`config.mk`:
```
export PLATFORM = sky130hd
export DESIGN_NAME = master_port
export DESIGN_NICKNAME = d
export VERILOG_FILES = /design/src/rtl/master_port_pkg.sv /design/src/rtl/master_port_serial_rx_shift.sv /design/src/rtl/master_port.sv
export SDC_FILE = /design/constraint.sdc
export NUM_CORES = 1
export LEC_CHECK = 0
export CORE_AREA = 5 5 81 83
export CTS_CLUSTER_SIZE = 30
export DETAILED_ROUTE_END_ITERATION = 10
export DIE_AREA = 0 0 86 88
export GPL_ROUTABILITY_DRIVEN = 0
export MAX_ROUTING_LAYER = met4
export PLACE_DENSITY = 0.84
export REMOVE_ABC_BUFFERS = 1
export SLEW_MARGIN = 20
export SYNTH_ARGS = -nofsm -noshare
export SYNTH_HDL_FRONTEND = slang
export SYNTH_SLANG_ARGS = --single-unit
```
`constraint.sdc`:
```
create_clock -name clk -period 3.03 [get_ports clk]
set_clock_uncertainty 0.2 [all_clocks]
set_input_delay 0.4545 -clock clk [delete_from_list [all_inputs] [get_ports clk]]
set_output_delay 0.4545 -clock clk [all_outputs]
set_load 0.02 [all_outputs]
```
`src/rtl/master_port_pkg.sv`:
```
// Shared serial-bus definitions: mode encoding, FSM states, default widths.
// No logic; imported by the master port, its deserialiser and the slave port.
// Widths here are defaults only; instances may override them.
package master_port_pkg;

  localparam int DEF_ADDR_WIDTH = 12;
  localparam int DEF_DATA_WIDTH = 8;

  typedef enum logic {
    MODE_READ  = 1'b0,
    MODE_WRITE = 1'b1
  } mode_e;

  typedef enum logic [2:0] {
    IDLE     = 3'd0,
    WAIT_RDY = 3'd1,
    ADDR     = 3'd2,
    WDATA    = 3'd3,
    RDATA    = 3'd4,
    DONE     = 3'd5
  } state_e;

  function automatic int max_int(input int a, input int b);
    return (a > b) ? a : b;
  endfunction

endpackage

```
`src/rtl/master_port_serial_rx_shift.sv`:
```
// LSB-first serial-to-parallel deserialiser with bit counter and done flag.
// Latency: done and the full word are visible the cycle after the last bit is sampled.
// No backpressure: bits arriving once the word is complete are dropped until clr.
module serial_rx_shift
  import master_port_pkg::*;
#(
  parameter int DATA_WIDTH = DEF_DATA_WIDTH
) (
  input  logic                  clk,
  input  logic                  rstn,
  input  logic                  clr,
  input  logic                  in_vld,
  input  logic                  in_bit,
  output logic [DATA_WIDTH-1:0] data,
  output logic                  done
);

  localparam int CNT_W = $clog2(DATA_WIDTH + 1);
  localparam int IDX_W = (DATA_WIDTH > 1) ? $clog2(DATA_WIDTH) : 1;

  logic [DATA_WIDTH-1:0] data_q, data_d;
  logic [CNT_W-1:0]      cnt_q, cnt_d;
  logic                  done_q, done_d;

  // Place each valid bit at the current position; freeze once the word is full.
  always_comb begin
    data_d = data_q;
    cnt_d  = cnt_q;
    done_d = done_q;
    if (clr) begin
      data_d = '0;
      cnt_d  = '0;
      done_d = 1'b0;
    end else if (in_vld && !done_q) begin
      data_d[cnt_q[IDX_W-1:0]] = in_bit;
      cnt_d = cnt_q + CNT_W'(1);
      if (cnt_q == CNT_W'(DATA_WIDTH - 1)) begin
        done_d = 1'b1;
      end
    end
  end

  // State registers with synchronous active-low reset.
  always_ff @(posedge clk) begin
    if (!rstn) begin
      data_q <= '0;
      cnt_q  <= '0;
      done_q <= 1'b0;
    end else begin
      data_q <= data_d;
      cnt_q  <= cnt_d;
      done_q <= done_d;
    end
  end

  assign data = data_q;
  assign done = done_q;

endmodule

```
`src/rtl/master_port.sv`:
```
// Serial-bus master: takes one parallel read/write, serialises addr/wdata LSB-first, collects read bits.
// Latency: first addr bit one cycle after sready is seen; ddone two cycles after the last bit moves.
// Backpressure: dready low while busy; waits indefinitely for sready, read aborts after TIMEOUT idle cycles.
module master_port
  import master_port_pkg::*;
#(
  parameter int ADDR_WIDTH = DEF_ADDR_WIDTH,
  parameter int DATA_WIDTH = DEF_DATA_WIDTH,
  parameter int TIMEOUT    = 64
) (
  input  logic                  clk,
  input  logic                  rstn,
  input  logic                  dvalid,
  output logic                  dready,
  input  logic                  dmode,
  input  logic [ADDR_WIDTH-1:0] daddr,
  input  logic [DATA_WIDTH-1:0] dwdata,
  output logic [DATA_WIDTH-1:0] drdata,
  output logic                  ddone,
  output logic                  derr,
  output logic                  mwdata,
  output logic                  mmode,
  output logic                  mvalid,
  input  logic                  srdata,
  input  logic                  svalid,
  input  logic                  sready
);

  localparam int CNT_W  = $clog2(max_int(ADDR_WIDTH, DATA_WIDTH) + 1);
  localparam int TO_W   = $clog2(TIMEOUT + 1);
  localparam int AIDX_W = (ADDR_WIDTH > 1) ? $clog2(ADDR_WIDTH) : 1;
  localparam int DIDX_W = (DATA_WIDTH > 1) ? $clog2(DATA_WIDTH) : 1;

  state_e                state_q, state_d;
  mode_e                 mode_q, mode_d;
  logic [ADDR_WIDTH-1:0] addr_q, addr_d;
  logic [DATA_WIDTH-1:0] wdata_q, wdata_d;
  logic [CNT_W-1:0]      cnt_q, cnt_d;
  logic [TO_W-1:0]       tcnt_q, tcnt_d;
  logic                  err_q, err_d;
  logic                  mvalid_q, mvalid_d;
  logic                  mwdata_q, mwdata_d;
  logic                  mmode_q, mmode_d;
  logic [DATA_WIDTH-1:0] drdata_q, drdata_d;
  logic                  ddone_q, ddone_d;
  logic                  derr_q, derr_d;

  logic                  rx_clr;
  logic                  rx_vld;
  logic [DATA_WIDTH-1:0] rx_data;
  logic                  rx_done;

  // Only bits seen while actually waiting for read data reach the deserialiser.
  assign rx_vld = svalid && (state_q == RDATA);

  serial_rx_shift #(
    .DATA_WIDTH (DATA_WIDTH)
  ) u_rx (
    .clk    (clk),
    .rstn   (rstn),
    .clr    (rx_clr),
    .in_vld (rx_vld),
    .in_bit (srdata),
    .data   (rx_data),
    .done   (rx_done)
  );

  // Next-state and registered-output logic; cnt_q == width means the last bit is on the wire.
  always_comb begin
    state_d  = state_q;
    mode_d   = mode_q;
    addr_d   = addr_q;
    wdata_d  = wdata_q;
    cnt_d    = cnt_q;
    tcnt_d   = tcnt_q;
    err_d    = err_q;
    mvalid_d = mvalid_q;
    mwdata_d = mwdata_q;
    mmode_d  = mmode_q;
    drdata_d = drdata_q;
    ddone_d  = 1'b0;
    derr_d   = 1'b0;
    rx_clr   = 1'b0;
    case (state_q)
      IDLE: begin
        if (dvalid) begin
          mode_d  = mode_e'(dmode);
          addr_d  = daddr;
          wdata_d = dwdata;
          err_d   = 1'b0;
          cnt_d   = '0;
          state_d = WAIT_RDY;
        end
      end
      WAIT_RDY: begin
        if (sready) begin
          mvalid_d = 1'b1;
          mmode_d  = mode_q;
          mwdata_d = addr_q[0];
          cnt_d    = CNT_W'(1);
          state_d  = ADDR;
        end
      end
      ADDR: begin
        if (cnt_q == CNT_W'(ADDR_WIDTH)) begin
          if (mode_q == MODE_WRITE) begin
            mwdata_d = wdata_q[0];
            cnt_d    = CNT_W'(1);
            state_d  = WDATA;
          end else begin
            mvalid_d = 1'b0;
            mwdata_d = 1'b0;
            mmode_d  = 1'b0;
            cnt_d    = '0;
            tcnt_d   = '0;
            rx_clr   = 1'b1;
            state_d  = RDATA;
          end
        end else begin
          mwdata_d = addr_q[cnt_q[AIDX_W-1:0]];
          cnt_d    = cnt_q + CNT_W'(1);
        end
      end
      WDATA: begin
        if (cnt_q == CNT_W'(DATA_WIDTH)) begin
          mvalid_d = 1'b0;
          mwdata_d = 1'b0;
          mmode_d  = 1'b0;
          state_d  = DONE;
        end else begin
          mwdata_d = wdata_q[cnt_q[DIDX_W-1:0]];
          cnt_d    = cnt_q + CNT_W'(1);
        end
      end
      RDATA: begin
        if (rx_done) begin
          drdata_d = rx_data;
          state_d  = DONE;
        end else if (svalid) begin
          tcnt_d = '0;
        end else if (tcnt_q == TO_W'(TIMEOUT - 1)) begin
          err_d   = 1'b1;
          state_d = DONE;
        end else begin
          tcnt_d = tcnt_q + TO_W'(1);
        end
      end
      DONE: begin
        ddone_d = 1'b1;
        derr_d  = err_q;
        state_d = IDLE;
      end
      default: begin
        state_d = IDLE;
      end
    endcase
  end

  // State registers; reset abandons any transaction without a completion pulse.
  always_ff @(posedge clk) begin
    if (!rstn) begin
      state_q  <= IDLE;
      mode_q   <= MODE_READ;
      addr_q   <= '0;
      wdata_q  <= '0;
      cnt_q    <= '0;
      tcnt_q   <= '0;
      err_q    <= 1'b0;
      mvalid_q <= 1'b0;
      mwdata_q <= 1'b0;
      mmode_q  <= 1'b0;
      drdata_q <= '0;
      ddone_q  <= 1'b0;
      derr_q   <= 1'b0;
    end else begin
      state_q  <= state_d;
      mode_q   <= mode_d;
      addr_q   <= addr_d;
      wdata_q  <= wdata_d;
      cnt_q    <= cnt_d;
      tcnt_q   <= tcnt_d;
      err_q    <= err_d;
      mvalid_q <= mvalid_d;
      mwdata_q <= mwdata_d;
      mmode_q  <= mmode_d;
      drdata_q <= drdata_d;
      ddone_q  <= ddone_d;
      derr_q   <= derr_d;
    end
  end

  assign dready = (state_q == IDLE);
  assign mvalid = mvalid_q;
  assign mwdata = mwdata_q;
  assign mmode  = mmode_q;
  assign drdata = drdata_q;
  assign ddone  = ddone_q;
  assign derr   = derr_q;

endmodule

```
Yosys cells after proc, flatten, opt, wreduce, memory -nomap -nowiden
Cells that the tools add are included.
Widths: inputs -> output; s select.
{"block": "word_totals", "in_bits": 27, "out_inout_bits": 14, "register_bits": 62, "elab_cells": 114}
{"block": "op_classes", "n_reduce_logical": 20, "bitwise": 1, "mux": 49, "n_lt_le_gt_ge": 4, "eq_ne": 21, "add_sub_neg": 3}
{"operator": "$mux 7", "count": 5}
{"operator": "$mux 3", "count": 8}
{"operator": "$mux 1", "count": 21}
{"operator": "$mux 4", "count": 4}
{"operator": "$ne 2x2->1 const B", "count": 8}
{"operator": "$pmux 4 s4", "count": 1}
{"operator": "$pmux 3 s5", "count": 1}
{"operator": "$reduce_and 5->1", "count": 3}
{"operator": "$pmux 7 s2", "count": 1}
{"operator": "$reduce_and 2->1", "count": 5}
{"operator": "$pmux 1 s3", "count": 3}
{"operator": "$add 4x1->4 const B", "count": 2}
{"operator": "$bwmux 8", "count": 1}
{"operator": "$eq 4x4->1 const B", "count": 2}
{"operator": "$lt 3x4->1 const B", "count": 2}
{"operator": "$add 7x1->7 const B", "count": 1}
{"operator": "$eq 7x6->1 const B", "count": 1}
{"operator": "$eq 3x2->1 const B", "count": 2}
{"operator": "$eq 3x3->1 const B", "count": 2}
{"operator": "$reduce_and 6->1", "count": 1}
{"operator": "$lt 4x5->1 const B", "count": 1}
{"operator": "$bmux 1 s4", "count": 1}
{"operator": "$eq 4x3->1 const B", "count": 1}
{"operator": "$reduce_and 4->1", "count": 1}
{"operator": "other kinds (17)", "count": 20}

Longest topological paths before layout
Gate-level depths: netlist of the first run.
{"block": "depth", "ltp_word": 5, "depth_mapped": 9, "ltp_nobuf": 7}

Modules after synthesis
From an unflattened synthesis of the first run, not the netlist that was laid out.
{"block": "hier_totals", "hier_cells": 342, "hier_area_um2": 2944.1}
{"module": "master_port", "seq_area_each_um2": 980.9, "n_inst": 1, "area_each_um2": 2359.8, "cells_each": 282}
{"module": "serial_rx_shift", "seq_area_each_um2": 260.2, "n_inst": 1, "area_each_um2": 584.3, "cells_each": 60}

Least setup slack after synthesis of the first run
No wires, ideal clock.
{"block": "synth_timing", "path_type": "reg2reg", "startpoint": "register cnt_q[1]", "endpoint": "register tcnt_q[6]", "setup_ns": 0.117, "path_slack_ns": 0.926, "stages_incl_launch_ff": 10, "arrival_time_ns": 1.787, "period_less_slack_ns": 2.104, "path_buffers": 3, "required_time_ns": 2.713, "path_cell_list": "dfxtp_1 > buf_2 > inv_1 > ha_1 > nand4b_4 > or3_1 > buf_2 > nand2_1 > buf_2 > nor2_1"}
{"block": "synth_via", "elab_chain_len": 3}
{"item": "start, declared", "line_no": "master_port.sv:38", "text": "logic [CNT_W-1:0] cnt_q, cnt_d;"}
{"item": "start signal, assigned", "line_no": "master_port.sv:180", "text": "cnt_q <= cnt_d;"}
{"item": "$eq 4x4->1", "line_no": "master_port.sv:105", "text": "if (cnt_q == CNT_W'(ADDR_WIDTH)) begin"}
{"item": "$ne 2x2->1 (no source line)"}
{"item": "$reduce_and 5->1 (no source line)"}
{"item": "end signal, assigned", "line_no": "master_port.sv:181", "text": "tcnt_q <= tcnt_d;"}
{"item": "end, declared", "line_no": "master_port.sv:39", "text": "logic [TO_W-1:0] tcnt_q, tcnt_d;"}
No other way between the ends.
A chain may end at the register's enable or synchronous reset.

Worst setup path in the final report of the first run
{"block": "layout_timing", "startpoint": "register state_q[0]", "endpoint": "output port dready"}
{"block": "layout_via", "elab_chain_len": 1}
{"item": "start, declared", "line_no": "master_port.sv:34", "text": "state_e state_q, state_d;"}
{"item": "start signal, assigned", "line_no": "master_port.sv:176", "text": "state_q <= state_d;"}
{"item": "$logic_not 3->1", "line_no": "master_port.sv:192", "text": "assign dready = (state_q == IDLE);"}
{"item": "end, declared", "line_no": "master_port.sv:14", "text": "output logic dready,"}
No other way between the ends.

==> metrics.md, run 1 <==
| Metric | Value |
|---|---|
| Reg clk slew, reported paths | `70 ps` |
| Largest net degree at the start of global routing | `34` |
| Full die area | `~7600 um^2` |
| Post-route clock period utilization | `between 80 and 90%` |
| CTS tree | `yes` |
| First-pass GRT wire length | `11.24 mm` |
| Total global routing overflow | `0` |
| GRT Total Usage | `between 15 and 20%` |
| Commonest non-fill, non-tap cell in the layout | `nand2_1` |
| I/O Buffers | `40` |
| Placed Cells incl. Taps | `about 440` |
| Synth warn | `0` |
| Fmax | `392.6 MHz` |
| Vias per std cell | `approximately 5.4` |
| Crit end category | `primary output` |
| Met3 Usage GRT | `4.986%` |
| CTS Buffer Depth | `2` |
| Post-CTS Setup Bufs | `0` |
| Setup tns final | `0 ps` |
| Synth Area in Adders | `roughly 1.7%` |
| Unrepaired setup endpoints after global routing | `no` |
| Sequential area share after synthesis | `roughly two fifths` |
| XOR/XNOR Fraction of Synth Area | `2.328%` |
| Synth area leaders | `dfxtp_1 (41%), nand2_1 (9.9%), a21boi_0 (6.7%), mux2i_1 (4.3%), nor2_1 (4.0%)` |
| Post-place instance area | `3413 um^2` |
| Worst EP arrival | `roughly 1900 ps` |
| Synth Area in Compound Gates | `between 15 and 20%` |
| Post-route DRC | `0` |
| Maxcap violations | `0` |
| Syn Area/Cell | `roughly 8.6 um^2` |
| Non-filler cells, final | `460` |
| Cell row count | `28` |
| Cell Pwr Density | `503.5 nW/um^2` |
| Rel. slew slack | `a little under half` |
| CP max FO | `19` |
| Root buffer cell | `clkbuf_8` |
| Post-CTS sizing | `0` |
| CP Launch Type | `register` |
| Worst Setup SP | `state_q[0]` |
| Fin area | `between 3000 and 4000 um^2` |
| Least-Margin Pin Slew | `just under 800 ps` |
| Inserted Clock Buffers | `9` |
| # diodes | `0` |
| Worst path max stage delay | `between 600 and 700 ps` |
| I/O Pins | `between 40 and 50` |
| Die span in x | `86 um` |
| Hold wc startpoint | `addr_q[11]` |
| WP data required | `~2400 ps` |
| HPWL after detailed placement | `between 4 and 5 mm` |
| Area Overhead vs Synth | `20.32%` |
| Post-synth EDFFs | `0` |
| Crit path time final | `about 2500 ps` |
| Synthesized-area fraction occupied by and/or/nand/nor cells | `a little over a quarter` |
| Final hold violation count | `0` |
| Critical path capture point | `dready` |
| Die Y-Extent | `about 88 um` |
| Kind of critical path | `reg2out` |
| Share of cells above drive strength 1 | `slightly above 9%` |
| Routed WL | `between 6 and 7 mm` |
| Slew Viols, Final | `0` |
| CTS Sinks | `62` |
| Biggest area consumer among synthesized cells | `dfxtp_1` |
| CTS Hold Bufs | `0` |
| Synth Flop Type | `dfxtp_1` |
| Synth unique cells | `between 50 and 60` |
| Reg2Reg Launch Point | `state_q[2]` |
| Reg-to-reg endpoint | `u_rx.data[7]` |
| Status | `finished clean` |
| Initial antenna violation count | `0` |
| Async set-reset flop share out of synthesis | `0%` |
| Largest family of logic cells by synthesized area | `simple AND/OR/NAND/NOR gates` |
| Peak supply drop | `around 300 uV` |
| Worst skew pair latency | `about 350 ps` |
| Cell Area, Synth | `approximately 3000 um^2` |
| H-tree level count | `3` |
| Vias in the first global route | `2475` |
| Area of the core | `5781 um^2` |
| Post-synthesis mux area share | `under 10%` |
| Number of cells on the worst reg-to-reg path | `5` |
| Final Net Count | `between 400 and 500` |
| Static leakage | `approximately 1.3 nW` |
| Cells after Synth | `about 350` |
| Total number of vias | `~2500` |
| Met1 GRT Util | `a little under a quarter` |
| Hold WC Path Type | `reg2reg` |
| Busiest grt layer | `met2` |
| DR iter-0 viols | `234` |
| 1st-pass router iterations | `5` |
| CP max stage cell | `clkdlybuf4s50_1` |
| Finish-stage setup viols | `0` |
| Synth top area share | `about two fifths` |
| Wire per inst | `about 14 um` |
| Fillcell total | `between 400 and 500` |
| Total power | `~1.8 mW` |
| Initial Utilization | `around 52%` |
| CP cell instances | `nor3_1, clkdlybuf4s50_1` |
| GR Util met2 | `a little under a third` |
| Routed Antenna Nets | `0` |
| FF+latch count, synth | `62` |
| Util after Layout | `roughly 63%` |
| FF-to-FF setup slack | `roughly 730 ps` |
| Commonest non-fill, non-tap cells in the layout | `nand2_1 (79), dfxtp_1 (62), clkdlybuf4s50_1 (40), nor2_1 (32), a21boi_0 (27)` |
[cell usage after synthesis, types with 3 or more instances]
master,count
nor3_1,5
nand4b_1,4
clkbuf_1,10
buf_2,8
xnor2_1,7
a21oi_1,13
nand2_1,79
a21boi_1,6
ha_1,4
and2_1,3
buf_4,3
o21ai_0,6
nor2b_1,5
dfxtp_1,62
a21boi_0,27
nor2_1,32
and3_1,4
buf_1,4
inv_1,4
mux2i_1,13
nand3_1,12
[state kept, by name, indices dropped and copies added, names as in the netlist]
name and flops:
mwdata 1, wdata_q 8, state_q 3, mvalid 1, ddone 1, u_rx.data 8
tcnt_q 7, u_rx.done 1, err_q 1, u_rx.cnt_q 4, addr_q 12, cnt_q 4
derr 1, drdata 8, mmode 1, mode_q 1
[area by class of cell]
type	instances	area (um^2)	area share (%)
Clock inverter	4	53.80	1.485
Multi-Input combinational cell	259	1633	45.08
Clock buffer	12	155.1	4.283
Timing Repair Buffer	44	430.4	11.88
Tap cell	75	93.84	2.591
Inverter	4	15.01	0.4145
Sequential cell	62	1241	34.27
[stage by stage]
stage          hold slack (ps)  setup slack, ps
2_1_floorplan            230.6            678.5
3_3_place_gp             240.3            809.2
3_5_place_dp             246.6            733.3
4_1_cts                  255.3            486.1
5_1_grt                  288.6            403.0
6_report                 253.3            483.0
[critical path, delay by kind of cell (launching register included)]
family	cells	cell delay, ps
buffers and inverters	1	660
flip-flops	1	540
AND/OR/NAND/NOR	1	350
[how the worst min path moves through the flow]
stage	depth (start not counted)	slack, ps	to
global placement	2	240	addr_q[11]
CTS	2	260	addr_q[11]
detailed placement	2	250	addr_q[11]
finish	2	250	addr_q[11]
floorplan	1	230	derr
global route	2	290	wdata_q[5]
[routing by layer]
metal  vias up  routed length, um
met4         0                148
li1       1268                  -
met5         -                  0
met1      1130               2984
met2        80               2957
met3        14                382
[cells by family (layout without fill, tap and decap cells)]
family	after synthesis	after routing
simple gates	163	163
compound gates	67	67
flops	62	62
buf+inv	30	64
mux	17	17
xor+xnor	8	8
fa+ha+maj	4	4
[power by group]
| part | switching, mW | total [mW] | internal (mW) |
|---|---|---|---|
| registers | 0.0294 | 0.872 | 0.842 |
| logic | 0.0958 | 0.189 | 0.0928 |
| clock network | 0.336 | 0.763 | 0.428 |
| total | 0.461 | 1.82 | 1.36 |
Note: power is estimated with default switching activity, not from simulation.
==> run 2: changes to the inputs <==
==> constraint.sdc (replaced) <==
create_clock -name clk -period 2.35 [get_ports clk]
set_clock_uncertainty 0.2 [all_clocks]
set_input_delay 0.3525 -clock clk [delete_from_list [all_inputs] [get_ports clk]]
set_output_delay 0.3525 -clock clk [all_outputs]
set_load 0.02 [all_outputs]
==> run 2 against run 1 <==
Against the previous run:
- cell count grew 1.5%
- sequential share of layout area shrank 0.48 points
- global-route usage shrank 0.19 points
- cell area grew 1.4%
- first-iteration DRC count shrank 51%
- register-to-register slack lost 570 ps
- critical path type unchanged
- critical endpoint unchanged
- highest routed layer unchanged
==> metrics.md, run 2 (synthesis results as in run 1) <==
| Metric | Value |
|---|---|
| Status | `finished clean` |
| Total global routing overflow | `0 (unchanged)` |
| HPWL after detailed placement | `4.618 mm (+4.2%)` |
| Post-route clock period utilization | `93.86%` |
| Peak supply drop | `492.3 uV (+65%)` |
| Post-route DRC | `0 (unchanged)` |
| Switch share | `25.06% (-0.21 points)` |
| 1st-pass router iterations | `4 (-1)` |
| CTS tree | `yes` |
| Hold Slack | `255.5 ps (+2.251 ps)` |
| Register Area | `1241 um^2 (unchanged)` |
| Multi-input combinational cell area | `1644 um^2 (+0.69%)` |
| Commonest non-fill, non-tap cells in the layout | `nand2_1 (79), dfxtp_1 (62), clkdlybuf4s50_1 (40), nor2_1 (32), a21boi_0 (27)` |
| Die Y-Extent | `88 um (unchanged)` |
| Maxcap violations | `0 (unchanged)` |
| GRT Total Usage | `19.05% (-0.19 points)` |
| Fmax | `roughly 450 MHz` |
| Worst path max stage delay | `680 ps (+20 ps)` |
| Initial Utilization | `52.08% (unchanged)` |
| Hold WC Path Type | `reg2reg` |
| Unrepaired setup endpoints after global routing | `no` |
| WP data required | `1800 ps (-580 ps)` |
| Crit path time final | `2206 ps` |
| CTS Sinks | `62 (unchanged)` |
| Wire per inst | `13.99 um (-0.57%)` |
| Vias in the first global route | `2429 (-1.9%)` |
| I/O Pins | `41 (unchanged)` |
| Largest net degree at the start of global routing | `23 (-32%)` |
| Die span in x | `86 um (unchanged)` |
| CTS Hold Bufs | `0 (unchanged)` |
| Largest reg by FF count | `addr_q` |
| First-pass GRT wire length | `11.10 mm (-1.3%)` |
| Finish-stage setup viols | `0 (unchanged)` |
| CP max stage cell | `dfxtp_1` |
| Routed Antenna Nets | `0 (unchanged)` |
| CP bufs+invs | `1 (unchanged)` |
| Full die area | `7568 um^2 (unchanged)` |
| Combinational share of power | `11.8% (+1.5 points)` |
| Crit end category | `primary output` |
| Area of the core | `5781 um^2 (unchanged)` |
| Static leakage | `1.311 nW (+3.1%)` |
| Final hold violation count | `0 (unchanged)` |
| Worst Setup SP | `state_q[1]` |
| Fillcell total | `493 (+3.1%)` |
| Worst skew pair latency | `340 ps (about the same)` |
| CTS Buffer Depth | `2 (unchanged)` |
| Area Overhead vs Synth | `22.03%` |
| Kind of critical path | `reg2out` |
| Inserted Clock Buffers | `9 (unchanged)` |
| Total power | `2.308 mW (+27%)` |
| H-tree level count | `3 (unchanged)` |
| Routed WL | `6.533 mm (+0.94%)` |
| Cell row count | `28 (unchanged)` |
| Cell Pwr Density | `628.4 nW/um^2 (+25%)` |
| Hold wc startpoint | `mmode` |
| Commonest non-fill, non-tap cell in the layout | `nand2_1` |
| Worst EP arrival | `1650 ps (-240 ps)` |
| Root buffer cell | `clkbuf_8` |
| Internal power | `1.730 mW (+27%)` |
| Initial antenna violation count | `0 (unchanged)` |
| CP max FO | `13 (-6)` |
| Slew Viols, Final | `0 (unchanged)` |
| Vias per std cell | `5.415 (about the same)` |
| Final Net Count | `419 (+1.9%)` |
| Rel. slew slack | `57.19% (+9.6 points)` |
| Sequential Power Share | `48.5% (+0.7 points)` |
| CP cell instances | `nor3_2, clkdlybuf4s50_1` |
| Max reg flops | `12 (unchanged)` |
| # diodes | `0 (unchanged)` |
| Reg clk slew, reported paths | `60 ps (about the same)` |
| Least-Margin Pin Slew | `640.1 ps (-143.8 ps)` |
| DR iter-0 viols | `114 (-51%)` |
| Total number of vias | `2529 (+1.5%)` |
| I/O Buffers | `40 (unchanged)` |
| Reg2Reg Launch Point | `cnt_q[0]` |
| Clock network power share | `39.7% (-2.2 points)` |
| CP top delay family | `flip-flops` |
| P_sw | `578.6 uW (+26%)` |
| Share of cells above drive strength 1 | `11.22% (+2.1 points)` |
| CP Launch Type | `register` |
==> run 2: changes by cell type in the layout (fill, tap and decap cells not counted) <==
cell        change
clkinv_2        +2
buf_4           +8
nor3_2          +1
nor4b_2         +1
nor4b_1         -1
clkinvlp_4      -1
clkbuf_8        -1
inv_6           -1
nor3_1          -1
==> run 2: what timing repair did <==
item | CTS | global route
gates resized for setup | 0 | 2
buffers inserted | 0 | 2
endpoints found under the setup margin | 0 | 2
==> run 2: path summary, 6_finish.rpt <==
kind / end / slack, ps / depth (start not counted)
setup reg to reg: tcnt_q[5] / 160 / 7
hold / removal: mmode / 260 / 2
setup / recovery: dready / 140 / 2
hold reg to reg: mmode / 260 / 2
==> run 2: power groups by stage <==
stage / Clock, mW / Sequential [mW] / Combinational [mW]
2_1_floorplan: 0 / 1.14 / 0.134
3_3_place_gp: 0 / 1.14 / 0.255
3_5_place_dp: 0 / 1.14 / 0.261
4_1_cts: 0.932 / 1.12 / 0.263
5_1_grt: 0.980 / 1.12 / 0.300
6_report: 0.918 / 1.12 / 0.272
==> run 2: worst register-to-register path: stages, from the launching register on <==
cell and delay (ps):
dfxtp_1 360, inv_1 150, ha_1 290, nand4b_4 130
or3_1 500, a211oi_2 240, xnor2_1 140, nor2_1 60
==> run 2: area by class of cell <==
cell class / instances / area share, %
Inverter: 4 / 0.4087
Multi-Input combinational cell: 259 / 44.75
Tap cell: 75 / 2.554
Timing Repair Buffer: 52 / 13.35
Clock buffer: 11 / 3.849
Sequential cell: 62 / 33.79
Clock inverter: 4 / 1.294
==> run 2: metrics by stage <==
step                utilization, %  instance area [um^2]  instances  worst slack, ps  setup TNS, ps
floorplan                        -                  2884        325           -1.545         -24.72
global placement             59.83                  3458        450            257.9              0
detailed placement           59.83                  3458        450            153.2              0
CTS                          63.10                  3647        465            53.30              0
global route                 63.55                  3674        467            37.55              0
finish                       63.55                  3674        467            144.4              0
==> run 2: routing by layer <==
layer / GRT usage [%] / vias up / share of wire, %
met1: 24.39 / 1166 / 47
met4: 9.784 / 0 / 1.2
met5: - / - / 0
li1: - / 1283 / -
met2: 28.59 / 74 / 46
met3: 3.575 / 6 / 5.5
